[config.mk]
export PLATFORM = sky130hd
export DESIGN_NAME = rr_request_latch
export DESIGN_NICKNAME = d
export VERILOG_FILES = /design/src/rtl/rr_request_latch.sv
export SDC_FILE = /design/constraint.sdc
export NUM_CORES = 1
export LEC_CHECK = 0
export ABC_AREA = 1
export CAP_MARGIN = 10
export CORE_MARGIN = 3
export CORE_UTILIZATION = 35
export CTS_BUF_LIST = sky130_fd_sc_hd__clkbuf_8
export CTS_CLUSTER_SIZE = 14
export DETAILED_ROUTE_END_ITERATION = 10
export DONT_BUFFER_PORTS = 1
export PLACE_DENSITY = 0.54
export RECOVER_POWER = 50
export SLEW_MARGIN = 15
export SYNTH_ARGS = -nofsm -noshare
export SYNTH_HDL_FRONTEND = slang
export SYNTH_SLANG_ARGS = --single-unit
[constraint.sdc]
create_clock -name clk -period 1.7 [get_ports clk]
set_input_delay 0.17 -clock clk [delete_from_list [all_inputs] [get_ports clk]]
set_output_delay 0.17 -clock clk [all_outputs]
set_load 0.005 [all_outputs]
[src/rtl/rr_request_latch.sv]
// ---------------------------------------------------------------------------
// rr_request_latch
// Front-end of the round-robin arbiter. Each raw interrupt line is synchronised,
// its rising edge detected (qualified by irq_mask) and latched as a pending bit.
// A pending bit is cleared when the arbiter reports that index as served.
//
// Ports
//   clk            single clock, rising edge
//   rst            asynchronous active-low reset
//   irq_in         raw asynchronous interrupt lines
//   irq_mask       1 = line enabled, 0 = its edges are dropped
//   Next_priority  index served by the arbiter
//   Data_Valid     qualifies Next_priority
//   Priority_bus   registered pending vector
//   pend_any       OR of Priority_bus
//   ovf_clr        synchronous pulse clearing all overflow state
//   ovf_flag       sticky: an overflow happened since reset/ovf_clr
//   ovf_cnt        per-line overflow counts, line i at [i*CNT_W +: CNT_W]
//
// Build option: define RR_IRQ_OVF_CNT_EN to build the overflow counters and
// flag. When it is undefined, ovf_cnt/ovf_flag are tied to 0 and ovf_clr is
// ignored; pending behaviour is the same in both builds.
// ---------------------------------------------------------------------------
module rr_request_latch #(
    parameter int N_REQ       = 4,
    parameter int SYNC_STAGES = 2,
    parameter int CNT_W       = 4
) (
    input  logic                       clk,
    input  logic                       rst,
    input  logic [N_REQ-1:0]           irq_in,
    input  logic [N_REQ-1:0]           irq_mask,
    input  logic [$clog2(N_REQ)-1:0]   Next_priority,
    input  logic                       Data_Valid,
    output logic [N_REQ-1:0]           Priority_bus,
    output logic                       pend_any,
    input  logic                       ovf_clr,
    output logic                       ovf_flag,
    output logic [N_REQ*CNT_W-1:0]     ovf_cnt
);

    localparam int GW = $clog2(N_REQ);

    logic [N_REQ-1:0] sync_q [SYNC_STAGES];
    logic [N_REQ-1:0] sync_d [SYNC_STAGES];
    logic [N_REQ-1:0] s_dly_q, s_dly_d;
    logic [N_REQ-1:0] pend_q, pend_d;
    logic [N_REQ-1:0] rise, clr, ovf_evt;

    always_comb begin
        sync_d[0] = irq_in;
        for (int j = 1; j < SYNC_STAGES; j++) begin
            sync_d[j] = sync_q[j-1];
        end
        s_dly_d = sync_q[SYNC_STAGES-1];
    end

    // A new edge arriving in the same cycle as the service replaces the served
    // request, so the bit stays set and no overflow is recorded.
    always_comb begin
        rise    = sync_q[SYNC_STAGES-1] & ~s_dly_q & irq_mask;
        clr     = '0;
        pend_d  = pend_q;
        ovf_evt = '0;
        for (int i = 0; i < N_REQ; i++) begin
            clr[i] = Data_Valid && (Next_priority == GW'(i));
            if (rise[i]) begin
                pend_d[i]  = 1'b1;
                ovf_evt[i] = pend_q[i] & ~clr[i];
            end else if (clr[i]) begin
                pend_d[i] = 1'b0;
            end
        end
    end

    always_ff @(posedge clk or negedge rst) begin
        if (!rst) begin
            for (int j = 0; j < SYNC_STAGES; j++) begin
                sync_q[j] <= '0;
            end
            s_dly_q <= '0;
            pend_q  <= '0;
        end else begin
            for (int j = 0; j < SYNC_STAGES; j++) begin
                sync_q[j] <= sync_d[j];
            end
            s_dly_q <= s_dly_d;
            pend_q  <= pend_d;
        end
    end

    assign Priority_bus = pend_q;
    assign pend_any     = |pend_q;

`ifdef RR_IRQ_OVF_CNT_EN
    logic [CNT_W-1:0] cnt_q [N_REQ];
    logic [CNT_W-1:0] cnt_d [N_REQ];
    logic             flag_q, flag_d;

    // ovf_clr takes priority over an overflow in the same cycle.
    always_comb begin
        flag_d = flag_q;
        if (ovf_clr) begin
            flag_d = 1'b0;
        end else if (|ovf_evt) begin
            flag_d = 1'b1;
        end
        for (int i = 0; i < N_REQ; i++) begin
            cnt_d[i] = cnt_q[i];
            if (ovf_clr) begin
                cnt_d[i] = '0;
            end else if (ovf_evt[i] && (cnt_q[i] != {CNT_W{1'b1}})) begin
                cnt_d[i] = cnt_q[i] + 1'b1;
            end
        end
    end

    always_ff @(posedge clk or negedge rst) begin
        if (!rst) begin
            flag_q <= 1'b0;
            for (int i = 0; i < N_REQ; i++) begin
                cnt_q[i] <= '0;
            end
        end else begin
            flag_q <= flag_d;
            for (int i = 0; i < N_REQ; i++) begin
                cnt_q[i] <= cnt_d[i];
            end
        end
    end

    always_comb begin
        ovf_cnt = '0;
        for (int i = 0; i < N_REQ; i++) begin
            ovf_cnt[i*CNT_W +: CNT_W] = cnt_q[i];
        end
    end

    assign ovf_flag = flag_q;
`else
    logic unused_ovf;
    assign unused_ovf = ovf_clr ^ (|ovf_evt);
    assign ovf_cnt    = '0;
    assign ovf_flag   = 1'b0;
`endif

endmodule
==> summary.md <==
| Metric | Value |
|---|---|
| First-iteration detailed-routing DRC count | 8 |
| Final instance area | 700.7 sq um |
| Psw | 0.1739 mW |
| Largest net degree at the start of global routing | 17 |
| Slew headroom | 54.80% |
| Drt drc | 0 |
| Reg power frac | 53.2% |
| Post-synth ARST share | 100.0% |
| DP HPWL | 647.5 um |
| Cells after Synth | 56 |
| Number of buffers created by CTS | 3 |
| Worst VDD drop | about 0.00051 V |
| Internal Dissipation | 0.6347 mW |
| Final worst-path cycle share | 59.50% |
| Die Y | slightly below 50 um |
| I/O Pins | 36 |
| Crit path kind | reg2out |
| GR Util All Layers | 7.662% |
| Syn Std Cell Area | 633.1 sq um |
| DP Area | 595.6 sq um |
| Critical Path Max Stage Delay | 410 ps |
| Initial antenna violation count | 0 |
| Synth Register Bits | 16 |
| Detailed Routing Iterations Pass 1 | 2 |
| Crit path max-delay family | flip-flops |
| Placer Congestion | 0.6175 |
| Setup TNS Final | 0 ps |
| Die area | 2355 sq um |
| RSZ-0062 raised after global routing | false |
| FP Rows | 14 |
| Sequential element share of the synthesized area | between 60% and 70% |
| FILL cells | 161 |
| Crit path cell chain | nor2_1 -> nand2_1 |
| Vias | 330 |
| Vias per cell | 3.750 |
| CTS tree | yes |
| Register area | 400.4 sq um |
| CTS clk-pin slew, worst paths | around 60 ps |
| Pwr/cell area | about 1200 nW/um^2 |
| CORE AREA | 1594 sq um |
| Final Skew | 0.7152 ps |
| # placed instances | between 70 and 80 |
| Post-Route WL | between 800 and 900 um |
| Die Wd | roughly 49 um |
| Area of the multi-input gates | roughly 160 sq um |
| Status | complete, no violations |
| H-tree depth | 1 |
| # diodes | 0 |
| Fmax | 988.6 MHz |
| WP data required | 1530 ps |
| Hold Path Class | in2reg |
| WL/cell | 9.557 um |
| Syn avg cell area | ~11 sq um |
| Sw Ratio | between 20 and 25% |
| Worst path bufs/invs | 0 |
| Cell with the most instances after synthesis | buf_4 |
| Top cell type by total area after synthesis | dfrtp_1 |
| First-pass GRT wire length | 1.414 mm |
| Synthesis-to-finish area growth | 10.67% |
| Final count of pins violating max slew | 0 |
| Max cap viols | 0 |
| Commonest cells post-synth | buf_4, dfrtp_1, nand2_1 |
| Vias in the first global route | 325 |
| Comb power frac | under 10% |
| CP endpoint kind | primary output |
| CP Max Fanout | 3 |
| Overflow after GRT | 0 |
| PortBufs | 0 |
| Final setup viols | 0 |
| Final nets | 79 |
| Proportion of power drawn by the clock network | 40.8% |
| Final Hold Vio Count | 0 |
| Post-synth EDFFs | 0 |
| Setup crit start kind | flip-flop |
| Final min period | 1012 ps |
| Clock Tree Root | clkbuf_8 |
| Worst EP arrival | 840 ps |
| Tightest Pin Transition | 675.8 ps |
| Post-CTS Setup Bufs | 0 |
| Yosys cell types | 8 |
| Finished Layout Cells | 88 |
| Area contributors post-synth | dfrtp_1, buf_4, nand2_1 |
| Clk_lat worst skew | 240 ps |
| Slowest cell on crit path | dfrtp_1 |
| Post-synth top area share | 63.24% |
| Share of cells above drive strength 1 | 6.250% |
| Remaining antenna violation count | 0 |
| Initial core utilization | between 30% and 40% |
| Yosys warnings | 0 |
| TritonCTS Sinks | 16 |
| Top FF cell, synth | dfrtp_1 |
| Final hold slack | 68.68 ps |
| Pleak | 0.3482 nW |
| CTS max path bufs | 2 |
| Tot Pwr | 0.8086 mW |
==> flip-flops by register name (all words and copies together), names as in the netlist <==
name	cells
s_dly_d	4
s_dly_q	4
Priority_bus	4
sync_d	4
==> layout by cell type (no fill, tap or decap), drive strengths merged <==
cell | Yosys | layout
dlygate4sd3 | 0 | 5
nand3 | 3 | 3
inv | 2 | 2
conb | 1 | 17
nor2 | 3 | 3
nand3b | 4 | 4
dfrtp | 16 | 16
clkbuf | 0 | 4
nand2 | 10 | 10
==> path summary, 6_finish.rpt <==
| path | to | startpoint | cells after the start | slack [ps] |
|---|---|---|---|---|
| setup / recovery | pend_any | Priority_bus[3] | 2 | 690 |
| hold / removal | Priority_bus[3] | irq_mask[3] | 2 | 70 |
| setup reg to reg | Priority_bus[2] | Priority_bus[2] | 2 | 1040 |
| hold reg to reg | s_dly_d[0] | sync_d[0] | 0 | 350 |
| max in group asynchronous | Priority_bus[0] | rst | 1 | 870 |
| min in group asynchronous | sync_d[0] | rst | 1 | 400 |
==> logic make-up (layout without fill, tap and decap cells) <==
family / count (synthesis) / count (layout) / share of synthesized area (%)
AND/OR/NAND/NOR: 20 / 20 / 14.82
buffers and inverters: 19 / 11 / 21.34
flip-flops: 16 / 16 / 63.24
other: 1 / 17 / 0.5923
==> per-layer routing <==
metal  up-vias  global-route usage, %  share of wire, %
li1        153                      -                 -
met5         -                      0                 0
met1       151                  8.594                39
met4         0                  1.422                 0
met3         0                  4.294                14
met2        26                  12.84                47
==> power by group through the flow <==
stage	registers [mW]	logic, mW	clock network [mW]
final	0.430	0.0486	0.330
after global routing	0.435	0.0570	0.359
after CTS	0.431	0.0492	0.332
after detailed placement	0.438	0.0333	0
after global placement	0.436	0.0321	0
after floorplan	0.432	0.0576	0
==> per-stage QoR <==
stage | util (%) | worst slack, ps
2_1_floorplan | - | 987.6
3_3_place_gp | 37.36 | 960.2
3_5_place_dp | 37.36 | 948.6
4_1_cts | 43.96 | 679.2
5_1_grt | 43.96 | 633.6
6_report | 43.96 | 688.5
==> what timing repair did <==
action,4_1_cts,5_1_grt
resized for setup,0,0
hold buffers,5,0
endpoints found under the setup margin,0,0
endpoints found under the hold margin,20,0
==> final cells by class <==
class,count,share of cell area (%)
clock buffers,4,7.857
inverters,2,1.071
multi-input cells,37,22.50
flip-flops and latches,16,57.14
well taps,24,4.286
repair buffers,5,7.143
Power figures use the tool's default switching activity.
